$ cat src/rtl/csi2_packet_extractor_if.sv
// Merged CSI-2 lane word stream in, payload words and packet event pulses out.
interface csi2_packet_extractor_if;
  logic [31:0] data;
  logic        data_valid;
  logic [31:0] image_data;
  logic        image_data_enable;
  logic        frame_start;
  logic        frame_end;
  logic        line_start;
  logic [15:0] packet_word_count;
  logic        truncated;

  modport master (
    output data, data_valid,
    input  image_data, image_data_enable, frame_start, frame_end,
    input  line_start, packet_word_count, truncated
  );

  modport slave (
    input  data, data_valid,
    output image_data, image_data_enable, frame_start, frame_end,
    output line_start, packet_word_count, truncated
  );
endinterface

$ cat src/rtl/csi2_packet_extractor.sv
// Splits the merged CSI-2 word stream into packets and forwards the selected long-packet payload.
// Latency 1 cycle, all outputs registered; no backpressure, one word per cycle.
module csi2_packet_extractor #(
  parameter logic [5:0] DATA_TYPE       = 6'h24,
  parameter logic [1:0] VIRTUAL_CHANNEL = 2'd0
) (
  input logic                    clock,
  input logic                    reset,
  csi2_packet_extractor_if.slave bus
);
  typedef enum logic [1:0] {IDLE, PAYLOAD, TRAIL, WAIT_END} state_t;

  state_t      state_q, state_d;
  logic [14:0] pay_cnt_q, pay_cnt_d;
  logic        trail_cnt_q, trail_cnt_d;
  logic [15:0] word_count_q, word_count_d;
  logic [31:0] image_data_q, image_data_d;
  logic        image_data_enable_q, image_data_enable_d;
  logic        frame_start_q, frame_start_d;
  logic        frame_end_q, frame_end_d;
  logic        line_start_q, line_start_d;
  logic        truncated_q, truncated_d;

  logic [1:0]  hdr_vc;
  logic [5:0]  hdr_dt;
  logic [15:0] hdr_wc;
  logic [14:0] hdr_words;
  logic        hdr_trail;
  logic        hdr_vc_ok;
  logic [31:0] last_mask;

  assign hdr_vc    = bus.data[7:6];
  assign hdr_dt    = bus.data[5:0];
  assign hdr_wc    = {bus.data[23:16], bus.data[15:8]};
  assign hdr_vc_ok = (hdr_vc == VIRTUAL_CHANNEL);
  assign hdr_words = {1'b0, hdr_wc[15:2]} + {14'd0, |hdr_wc[1:0]};
  // The 2-byte CRC spills into its own word only when WC mod 4 is 0 or 3.
  assign hdr_trail = (hdr_wc[1:0] == 2'd0) || (hdr_wc[1:0] == 2'd3);

  always_comb begin
    last_mask = 32'hFFFF_FFFF;
    case (word_count_q[1:0])
      2'd1:    last_mask = 32'h0000_00FF;
      2'd2:    last_mask = 32'h0000_FFFF;
      2'd3:    last_mask = 32'h00FF_FFFF;
      default: last_mask = 32'hFFFF_FFFF;
    endcase
  end

  always_comb begin
    state_d             = state_q;
    pay_cnt_d           = pay_cnt_q;
    trail_cnt_d         = trail_cnt_q;
    word_count_d        = word_count_q;
    image_data_d        = image_data_q;
    image_data_enable_d = 1'b0;
    frame_start_d       = 1'b0;
    frame_end_d         = 1'b0;
    line_start_d        = 1'b0;
    truncated_d         = 1'b0;
    case (state_q)
      IDLE: begin
        if (bus.data_valid) begin
          if (hdr_dt < 6'h10) begin
            frame_start_d = (hdr_dt == 6'h00) && hdr_vc_ok;
            frame_end_d   = (hdr_dt == 6'h01) && hdr_vc_ok;
            state_d       = WAIT_END;
          end else if ((hdr_dt == DATA_TYPE) && hdr_vc_ok) begin
            line_start_d = 1'b1;
            word_count_d = hdr_wc;
            pay_cnt_d    = hdr_words;
            trail_cnt_d  = hdr_trail;
            state_d      = (hdr_words != 15'd0) ? PAYLOAD : TRAIL;
          end else begin
            state_d = WAIT_END;
          end
        end
      end
      PAYLOAD: begin
        if (!bus.data_valid) begin
          truncated_d = 1'b1;
          state_d     = IDLE;
        end else begin
          image_data_enable_d = 1'b1;
          pay_cnt_d           = pay_cnt_q - 15'd1;
          if (pay_cnt_q == 15'd1) begin
            image_data_d = bus.data & last_mask;
            state_d      = trail_cnt_q ? TRAIL : WAIT_END;
          end else begin
            image_data_d = bus.data;
          end
        end
      end
      TRAIL: begin
        if (!bus.data_valid) begin
          truncated_d = 1'b1;
          state_d     = IDLE;
        end else begin
          trail_cnt_d = 1'b0;
          state_d     = WAIT_END;
        end
      end
      WAIT_END: begin
        if (!bus.data_valid) state_d = IDLE;
      end
      default: state_d = WAIT_END;
    endcase
  end

  // Reset lands in WAIT_END so a burst already in flight is dropped whole.
  always_ff @(posedge clock) begin
    if (reset) begin
      state_q             <= WAIT_END;
      pay_cnt_q           <= 15'd0;
      trail_cnt_q         <= 1'b0;
      word_count_q        <= 16'd0;
      image_data_q        <= 32'd0;
      image_data_enable_q <= 1'b0;
      frame_start_q       <= 1'b0;
      frame_end_q         <= 1'b0;
      line_start_q        <= 1'b0;
      truncated_q         <= 1'b0;
    end else begin
      state_q             <= state_d;
      pay_cnt_q           <= pay_cnt_d;
      trail_cnt_q         <= trail_cnt_d;
      word_count_q        <= word_count_d;
      image_data_q        <= image_data_d;
      image_data_enable_q <= image_data_enable_d;
      frame_start_q       <= frame_start_d;
      frame_end_q         <= frame_end_d;
      line_start_q        <= line_start_d;
      truncated_q         <= truncated_d;
    end
  end

  assign bus.image_data        = image_data_q;
  assign bus.image_data_enable = image_data_enable_q;
  assign bus.frame_start       = frame_start_q;
  assign bus.frame_end         = frame_end_q;
  assign bus.line_start        = line_start_q;
  assign bus.packet_word_count = word_count_q;
  assign bus.truncated         = truncated_q;
endmodule

$ cat src/flat_wrapper.sv
// flat-port wrapper written by rule: the top's interface ports become plain ports
module csi2_packet_extractor_flat 
#(
  parameter logic [5:0] DATA_TYPE       = 6'h24,
  parameter logic [1:0] VIRTUAL_CHANNEL = 2'd0
)
  (clock, reset, bus_data, bus_data_valid, bus_image_data, bus_image_data_enable, bus_frame_start, bus_frame_end, bus_line_start, bus_packet_word_count, bus_truncated);
  csi2_packet_extractor_if bus_i ();
  input logic clock;
  input logic reset;
  input wire logic [$bits(bus_i.data)-1:0] bus_data;
  input wire logic [$bits(bus_i.data_valid)-1:0] bus_data_valid;
  output wire logic [$bits(bus_i.image_data)-1:0] bus_image_data;
  output wire logic [$bits(bus_i.image_data_enable)-1:0] bus_image_data_enable;
  output wire logic [$bits(bus_i.frame_start)-1:0] bus_frame_start;
  output wire logic [$bits(bus_i.frame_end)-1:0] bus_frame_end;
  output wire logic [$bits(bus_i.line_start)-1:0] bus_line_start;
  output wire logic [$bits(bus_i.packet_word_count)-1:0] bus_packet_word_count;
  output wire logic [$bits(bus_i.truncated)-1:0] bus_truncated;
  assign bus_i.data = bus_data;
  assign bus_i.data_valid = bus_data_valid;
  assign bus_image_data = bus_i.image_data;
  assign bus_image_data_enable = bus_i.image_data_enable;
  assign bus_frame_start = bus_i.frame_start;
  assign bus_frame_end = bus_i.frame_end;
  assign bus_line_start = bus_i.line_start;
  assign bus_packet_word_count = bus_i.packet_word_count;
  assign bus_truncated = bus_i.truncated;
  csi2_packet_extractor #(.DATA_TYPE(DATA_TYPE), .VIRTUAL_CHANNEL(VIRTUAL_CHANNEL)) u_core (.clock(clock), .reset(reset), .bus(bus_i));
endmodule
$ cat config.mk
export PLATFORM = sky130hd
export DESIGN_NAME = csi2_packet_extractor_flat
export DESIGN_NICKNAME = d
export VERILOG_FILES = /design/src/rtl/csi2_packet_extractor_if.sv /design/src/rtl/csi2_packet_extractor.sv /design/src/flat_wrapper.sv
export SDC_FILE = /design/constraint.sdc
export NUM_CORES = 1
export LEC_CHECK = 0
export BUFFER_PORTS_ARGS = -buffer_cell sky130_fd_sc_hd__buf_2
export CORE_MARGIN = 5
export CORE_UTILIZATION = 44
export CTS_BUF_LIST = sky130_fd_sc_hd__clkbuf_2
export DETAILED_ROUTE_END_ITERATION = 8
export GPL_TIMING_DRIVEN = 0
export PLACE_DENSITY = 0.68
export REMOVE_ABC_BUFFERS = 1
export SETUP_SLACK_MARGIN = 0.5
export SYNTH_ARGS = -nofsm -noshare
export SYNTH_HDL_FRONTEND = slang
export SYNTH_SLANG_ARGS = --single-unit
$ cat constraint.sdc
create_clock -name clock -period 6.85 [get_ports clock]
set_clock_uncertainty 0.2 [all_clocks]
set_input_delay 1.37 -clock clock [delete_from_list [all_inputs] [get_ports clock]]
set_output_delay 1.37 -clock clock [all_outputs]
set_load 0.03 [all_outputs]
Word level (Yosys, flattened, before mapping)
Index checks and enable logic that the tools add are counted.
W data, S select, Z words.
{"block": "word_totals", "word_cells": 83, "ff_bits": 71}
{"block": "op_classes", "bitwise_logic": 6, "n_eq_ne": 17, "n_reduce_logical": 22, "add_sub_neg": 2, "order_cmp": 1, "muxes": 25}
{"cell": "$pmux W32 S3", "count": 1}
{"cell": "$mux W15", "count": 4}
{"cell": "$and A32 B32 Y32", "count": 1}
{"cell": "$mux W32", "count": 1}
{"cell": "$pmux W15 S2", "count": 1}
{"cell": "$mux W2", "count": 8}
{"cell": "$add A14 B1 Y15", "count": 1}
{"cell": "$eq A15 B1 Y1 const B", "count": 1}
{"cell": "$reduce_bool A15 Y1", "count": 1}
{"cell": "$sub A15 B1 Y15 const B", "count": 1}
{"cell": "$eq A2 B2 Y1 const B", "count": 5}
{"cell": "$ne A2 B2 Y1 const B", "count": 5}
{"cell": "$reduce_and A5 Y1", "count": 2}
{"cell": "$mux W1", "count": 8}
{"cell": "$pmux W2 S4", "count": 1}
{"cell": "$reduce_or A2 Y1", "count": 4}
{"cell": "$reduce_or A4 Y1", "count": 2}
{"cell": "$eq A6 B1 Y1 const B", "count": 1}
{"cell": "$eq A6 B6 Y1 const B", "count": 1}
{"cell": "$logic_not A2 Y1", "count": 3}
{"cell": "$logic_not A6 Y1", "count": 1}
{"cell": "$lt A6 B5 Y1 const B", "count": 1}
{"cell": "$not A1 Y1", "count": 5}
{"cell": "$eq A2 B1 Y1 const B", "count": 2}
{"cell": "9 further kinds", "count": 12}

Logic depth before layout (Yosys ltp)
Gate-level depths: netlist of the first run.
{"block": "logic_depth", "depth_word": 8, "mapped_depth": 11, "depth_no_buf": 11}

Worst setup path before layout of the first run
Ideal clock, no wire load.
{"block": "synth_timing", "path_kind": "input to register", "start": "input port bus_data[8]", "end": "register u_core.state_q[0]", "arrival_time_ps": 3293, "cell_stages": 11, "path_slack_ps": 3230, "path_buffers": 0, "cell_sequence": "inv_1 ha_1 inv_1 ha_1 ha_1 nand3_1 or2_2 xnor2_1 a2111oi_2 a31oi_1 or3_1"}
{"block": "synth_between", "elab_chain_cells": 8}
{"element": "from (decl)", "line_no": "flat_wrapper.sv:11", "text": "input wire logic [$bits(bus_i.data)-1:0] bus_data;"}
{"element": "$reduce_or A2 Y1", "line_no": "csi2_packet_extractor.sv:36", "text": "assign hdr_words = {1'b0, hdr_wc[15:2]} + {14'd0, |hdr_wc[1:0]};"}
{"element": "$add A14 B1 Y15", "line_no": "csi2_packet_extractor.sv:36"}
{"element": "$reduce_bool A15 Y1", "line_no": "csi2_packet_extractor.sv:73", "text": "state_d = (hdr_words != 15'd0) ? PAYLOAD : TRAIL;"}
{"element": "$mux W2", "line_no": "csi2_packet_extractor.sv:73"}
{"element": "$mux W2", "line_no": "csi2_packet_extractor.sv:68", "text": "end else if ((hdr_dt == DATA_TYPE) && hdr_vc_ok) begin"}
{"element": "$mux W2", "line_no": "csi2_packet_extractor.sv:64", "text": "if (hdr_dt < 6'h10) begin"}
{"element": "$mux W2", "line_no": "csi2_packet_extractor.sv:63", "text": "if (bus.data_valid) begin"}
{"element": "$pmux W2 S4", "line_no": "csi2_packet_extractor.sv:61", "text": "case (state_q)"}
{"element": "to (signal assigned)", "line_no": "csi2_packet_extractor.sv:124", "text": "state_q <= state_d;"}
{"element": "to (decl)", "line_no": "csi2_packet_extractor.sv:13", "text": "state_t state_q, state_d;"}
Every way passes these cells. The select of a mux whose other input is x is not followed.
A chain may end at the register's enable or synchronous reset.

Final worst setup path of the first run
{"block": "layout_timing", "start": "register u_core.state_q[1]", "end": "register u_core.image_data_q[10], in the netlist u_core.bus.image_data[10]"}
{"block": "layout_between", "elab_chain_cells": 2}
{"element": "$eq A2 B1 Y1", "line_no": "csi2_packet_extractor.sv:61"}
{"element": "$reduce_and A2 Y1 (no line)"}
{"element": "to (signal assigned)", "line_no": "csi2_packet_extractor.sv:128", "text": "image_data_q <= image_data_d;"}
{"element": "to (decl)", "line_no": "csi2_packet_extractor.sv:17", "text": "logic [31:0] image_data_q, image_data_d;"}
Every way passes these cells.

==> results of run 1 <==
==> sequential cells by signal (all words and copies together), names as in the netlist, 2 cells and up <==
register	cells
u_core.bus.image_data	32
u_core.bus.packet_word_count	16
u_core.pay_cnt_q	15
u_core.state_q	2
==> final cells by class <==
cell class              instances  share of cell area (%)
flip-flops and latches         71                    34.9
well taps                     105                    3.23
inverters                      20                    1.84
clock inverters                 7                    1.97
repair buffers                 87                    10.7
multi-input cells             318                    46.2
clock buffers                   9                    1.11
==> layer usage <==
metal	share of wire, %	global-route usage [%]	vias to the layer above
met5	0	0	-
met1	46	25.5	1602
met4	1.5	6.01	0
met3	4.8	4.91	11
met2	48	29.5	78
li1	-	-	1681
==> where the power goes <==
group          switching [W]  total [W]  internal [W]  leakage [nW]
Sequential         0.0000150   0.000449      0.000434         0.576
Combinational       0.000138   0.000208     0.0000709          1.04
Clock               0.000167   0.000256     0.0000895        0.0748
Total               0.000319   0.000914      0.000594          1.69
==> stage by stage <==
| step | worst slack, ns | cells | hold WS, ns | area, µm² |
|---|---|---|---|---|
| after floorplan | 3.22 | 409 | 0.243 | 3380 |
| after global placement | 2.64 | 601 | 0.238 | 3950 |
| after detailed placement | 2.67 | 601 | 0.241 | 3950 |
| after CTS | 3.09 | 617 | 0.267 | 4070 |
| after global routing | 2.65 | 617 | 0.288 | 4070 |
| final | 3.08 | 617 | 0.265 | 4070 |
==> cells in the final DEF (no fill, tap or decap), types with 6 or more instances in the layout <==
master	instances
a31oi_1	6
nor2_1	43
nand3_1	19
xor2_1	9
a22oi_1	27
buf_2	87
ha_1	11
a21oi_1	43
nand2_1	59
dfxtp_1	71
inv_1	20
xnor2_1	7
clkbuf_2	9
o21ai_0	20
nor4_1	9
==> logic make-up after synthesis <==
kind of cell | count (synthesis) | synth area share [%]
adder cells (fa/ha/maj) | 11 | 3.79
buffers and inverters | 54 | 9.03
AO/OA/AOI/OAI | 125 | 21.7
AND/OR/NAND/NOR | 166 | 22.4
flip-flops | 71 | 39.1
XOR/XNOR | 16 | 3.86
==> path summary, 6_finish.rpt <==
kind / endpoint / depth (start not counted) / startpoint / slack, ns
worst min-delay path: u_core.bus.packet_word_count[14]$_SDFFE_PP0P_ / 2 / u_core.bus.packet_word_count[14]$_SDFFE_PP0P_ / 0.26
worst max-delay path: u_core.bus.image_data[10]$_SDFFE_PP0P_ / 6 / u_core.state_q[1]$_SDFFE_PP1P_ / 3.08
worst min register to register: u_core.bus.packet_word_count[14]$_SDFFE_PP0P_ / 2 / u_core.bus.packet_word_count[14]$_SDFFE_PP0P_ / 0.26
worst max register to register: u_core.bus.image_data[10]$_SDFFE_PP0P_ / 6 / u_core.state_q[1]$_SDFFE_PP1P_ / 3.08
==> worst max-delay path, stage by stage (launching register included) <==
cell and delay (ns):
dfxtp_1 0.38, inv_1 0.08, ha_1 0.81, nand2_1 0.99, a21oi_1 0.95, a22oi_1 0.15, nor2_1 0.13
==> summary.md, run 1 <==
| Metric | Value |
|---|---|
| DP HPWL | roughly 6500 µm |
| Period minus WS final | 3.77 ns |
| Worst-path fanout max | 36 |
| Synth Area per Inst | 8.20 µm² |
| F_max | ~270 MHz |
| Top-count cell post-synth | dfxtp_1 |
| Total number of vias | 3372 |
| MaxCap Viol Count | 0 |
| Mean routed wirelength per cell | roughly 15 µm |
| Final core utilization | 50.0% |
| CTS buffer count | 9 |
| Initial antenna violation count | 0 |
| Worst Setup Start Kind | flop |
| Cts repair resizes | 0 |
| Clock Latency Late Sink | 0.51 ns |
| GRT overflow | 0 |
| # port buffers | 87 |
| P per Cell Area | between 200 and 250 mW/mm² |
| Least-Margin Pin Slew | 1.29 ns |
| H-tree depth | 3 |
| Most frequently used flop master after synthesis | dfxtp_1 |
| Worst setup EP type | flop |
| Clock root buffer | clkbuf_2 |
| Core area | roughly 0.0081 mm² |
| Storage element area | ~0.0014 mm² |
| # rows | 33 |
| Fillers | 790 |
| Yosys warnings | 0 |
| Synthesized instance count | 443 |
| Area of the multi-input gates | 0.00188 mm² |
| Drt pass-1 iters | 4 |
| Num Clock Sinks | 71 |
| CTS Hold Bufs | 0 |
| Synth area leaders | dfxtp_1 39%, nand2_1 6.1%, a21oi_1 5.9%, a22oi_1 5.6%, nor2_1 4.4% |
| Power Total | 0.000914 W |
| CP Class | reg2reg |
| Max-slew violations | 0 |
| Vias/cell | 5.47 |
| Final GP Congestion | 0.847 |
| Yosys cell types | 53 |
| Top-level I/O count | 88 |
| Status | finished, final reports clean |
| Top-area cell type share of the netlist area | 39.1% |
| VDD IR max | 0.000115 V |
| Die area | 0.0102 mm² |
| Leakage | 1.69 nW |
| Worst endpoint required time | 7.10 ns |
| Syn Std Cell Area | 0.00363 mm² |
| Worst-path clk slew | 0.23 ns |
| Post-synth top cells | 71 x dfxtp_1, 59 x nand2_1, 43 x a21oi_1, 43 x nor2_1, 27 x a22oi_1 |
| Number of DRC markers in iteration 0 | slightly below 200 |
| Final setup vio count | 0 |
| Global-route usage over all layers | 18.9% |
| Setup tns final | 0 ns |
| #FFs+latches synth | 71 |
| Vias in the first global route | 3156 |
| Nets | roughly 550 |
| First-pass GRT wire length | 15500 µm |
| CP arrival | 4.02 ns |
| Final Hold Viols | 0 |
| Die height | 101 µm |
| Slew headroom | 13.7% |
| CTS Buffer Depth | 2 |
| # DRC | 0 |
| CTS tree | done |
| WL final | 9300 µm |
| N_diodes | 0 |
| DRT antenna net count | 0 |
| Seq/Total Area, Yosys | just under 40% |
| RSZ-0062 raised after global routing | false |
| Number of synthesized flops with an enable pin | 0 |
| Post-CTS setup buffers | 0 |
| Die width | 101 µm |
| Initial cell density of the core | around 45% |
| Final period util | 55.0% |
| Share of cells above drive strength 1 | 22.3% |
| Largest net degree at the start of global routing | 71 |
| Post-synth top area cell | dfxtp_1 |
| Post-synth ARST share | 0% |
| Area growth from synthesis to layout | 12.1% |
| Worst Hold Class | reg2reg |
No activity file was read; power rests on OpenSTA's default activity.
==> inputs of run 2 (changes only) <==
- ABC_AREA: unset -> 1
- PLACE_DENSITY: 0.68 -> 0.7
- clock period: 6.85 -> 3.26 ns (I/O delays scaled with it)
==> run 2 against run 1 <==
Sequential power up 120%. Largest power group unchanged. Synthesized cell count up 20%. Via count up 11%.
==> summary.md, run 2 <==
| Metric | Value |
|---|---|
| Worst setup EP type | flop |
| MaxCap Viol Count | 0 |
| H-tree depth | 3 |
| DP HPWL | 7020 µm |
| First-pass GRT wire length | ~16000 µm |
| Area growth from synthesis to layout | 15.7% |
| CTS tree | done |
| Initial cell density of the core | between 40% and 50% |
| CTS buffer count | 9 |
| Power Total | roughly 0.0023 W |
| Final setup vio count | 0 |
| Die width | 102 µm |
| Vias/cell | approximately 5.2 |
| Seq/Total Area, Yosys | 38.0% |
| Yosys warnings | 0 |
| Mean routed wirelength per cell | between 10 and 15 µm |
| Synth Area per Inst | a little over 7 µm² |
| Worst-path fanout max | 29 |
| Least-Margin Pin Slew | ~1.2 ns |
| Setup tns final | 0 ns |
| Crit path launch | u_core.state_q[1]$_SDFFE_PP1P_ |
| GRT overflow | 0 |
| Total number of vias | 3734 |
| Post-CTS setup buffers | 0 |
| Worst Hold Class | in2reg |
| CP arrival | between 2 and 3 ns |
| R2R setup slack | 0.70 ns |
| Top-count cell post-synth | nand2_1 |
| Most frequently used flop master after synthesis | dfxtp_1 |
| Status | finished, final reports clean |
| Number of synthesized flops with an enable pin | 0 |
| N_diodes | 0 |
| Final period util | 78.4% |
| Worst Setup Start Kind | flop |
| Fillers | around 850 |
| Syn Std Cell Area | 0.00374 mm² |
| F_max | between 300 and 400 MHz |
| # port buffers | 87 |
| Largest net degree at the start of global routing | 42 |
| Worst r2r src | u_core.state_q[1]$_SDFFE_PP1P_ |
| CTS Buffer Depth | 2 |
| Slowest CP cell | clkinvlp_4 |
| # DRC | 0 |
| Nets | roughly 650 |
| CP Class | reg2reg |
| Crit-path most repeated cell | nand2_1 |
| Worst-path clk slew | 0.19 ns |
| CP top delay family | simple AND/OR/NAND/NOR gates |
| Placed Cells | ~700 |
| Num Clock Sinks | 71 |
| Top-area cell type share of the netlist area | between 30% and 40% |
| Commonest non-fill, non-tap cells in the layout | 95 x nand2_1, 87 x buf_2, 75 x inv_1 |
| #FFs+latches synth | 71 |
| Share of cells above drive strength 1 | between 20% and 30% |
| Core area | around 0.0083 mm² |
| Final Hold Viols | 0 |
| VDD IR max | 0.000280 V |
| RSZ-0062 raised after global routing | false |
| Worst endpoint required time | ~3.5 ns |
| Die height | 102 µm |
| Bufs and invs on worst path | 2 |
| Period minus WS final | ~2.6 ns |
| Non-filler cells, final | a little over 700 |
| Synth area leaders | dfxtp_1 38%, nand2_1 9.5%, inv_1 7.6%, o21ai_0 7.4%, o211ai_1 5.4% |
| Max incr delay on CP | 0.50 ns |
| Synthesized instance count | 531 |
| Most common cell after layout, fill and taps aside | nand2_1 |
| Yosys cell types | 32 |
| Post-synth ARST share | 0% |
| Global-route usage over all layers | between 10% and 20% |
| Initial antenna violation count | 0 |
| Top-level I/O count | 88 |
| Storage element area | 0.00142 mm² |
| DRT antenna net count | 0 |
| Number of DRC markers in iteration 0 | 200 |
| Leakage | 2.15 nW |
| Post-synth top cells | 95 x nand2_1, 76 x inv_1, 71 x dfxtp_1, 55 x o21ai_0, 50 x nor2_1 |
| # rows | 33 |
| Max reg flops | 32 |
| Clock root buffer | clkbuf_2 |
| CP Cell Sequence | inv_1 -> ha_1 -> nand2_2 -> clkinvlp_4 -> nand2_1 -> nand3_1 -> a21oi_1 -> nand2_1 -> nand2_1 |
| P per Cell Area | 524 mW/mm² |
| Clock Latency Late Sink | 0.50 ns |
| Drt pass-1 iters | 5 |
| Max-slew violations | 0 |
| Area of the multi-input gates | 0.00190 mm² |
| Post-synth top area cell | dfxtp_1 |
| WL final | 9870 µm |
| Hold_sp | bus_data[0] |
| Slew headroom | 21.3% |
| Vias in the first global route | 3533 |
| Final GP Congestion | roughly 0.85 |
| CTS Hold Bufs | 0 |
| Die area | ~0.010 mm² |
## run 2: path summary, 6_finish.rpt
kind,end,cells after the start
worst max-delay path,u_core.state_q[0]$_SDFFE_PP1P_,9
worst min-delay path,u_core.bus.frame_start$_SDFF_PP0_,2
worst max register to register,u_core.state_q[0]$_SDFFE_PP1P_,9
worst min register to register,u_core.bus.packet_word_count[8]$_SDFFE_PP0P_,2
## run 2: through the flow
step / worst slack, ns / utilization (%) / area [µm²] / hold slack [ns]
finish: 0.703 / 52.5 / 4330 / 0.118
global route: 0.545 / 52.5 / 4330 / 0.0500
CTS: 0.513 / 52.4 / 4330 / 0.0765
detailed placement: 0.0146 / 50.7 / 4190 / 0.251
global placement: 0.0884 / 50.7 / 4190 / 0.239
floorplan: 0.868 / - / 3620 / 0.226
## run 2: repair_timing
item | in CTS | in global routing
cloned | 1 | 0
gates resized for setup | 1 | 1
setup endpoints to repair | 29 | 24
endpoints found under the hold margin | 0 | 0
## run 2: layer usage
| metal | GRT usage [%] | wire length (µm) |
|---|---|---|
| met1 | 22.5 | 4280 |
| met3 | 5.12 | 750 |
| met4 | 5.95 | 173 |
| met5 | 0 | 0 |
| met2 | 33.8 | 4670 |
## run 2: cell families (layout without fill, tap and decap cells)
group           Yosys count  count (layout)  share of synthesized area, %
fa+ha+maj                11              11                          3.68
flops                    71              71                          38.0
buf+inv                 102             183                          11.4
compound gates          126             126                          19.1
simple gates            216             216                          26.7
xor+xnor                  5               5                          1.17
## run 2: report_power, final
group          total [W]  leakage (nW)  internal [W]  switching [W]
registers       0.000993         0.578      0.000948      0.0000458
clock network   0.000571        0.0777      0.000248       0.000323
logic           0.000707          1.49      0.000220       0.000486
## run 2: cell type report
cell class | count | area share, %
flip-flops and latches | 71 | 32.8
well taps | 105 | 3.03
clock inverters | 6 | 1.99
clock buffers | 9 | 1.04
repair buffers | 87 | 10.1
multi-input cells | 358 | 43.8
repair inverters | 1 | 0.173
inverters | 80 | 7.13
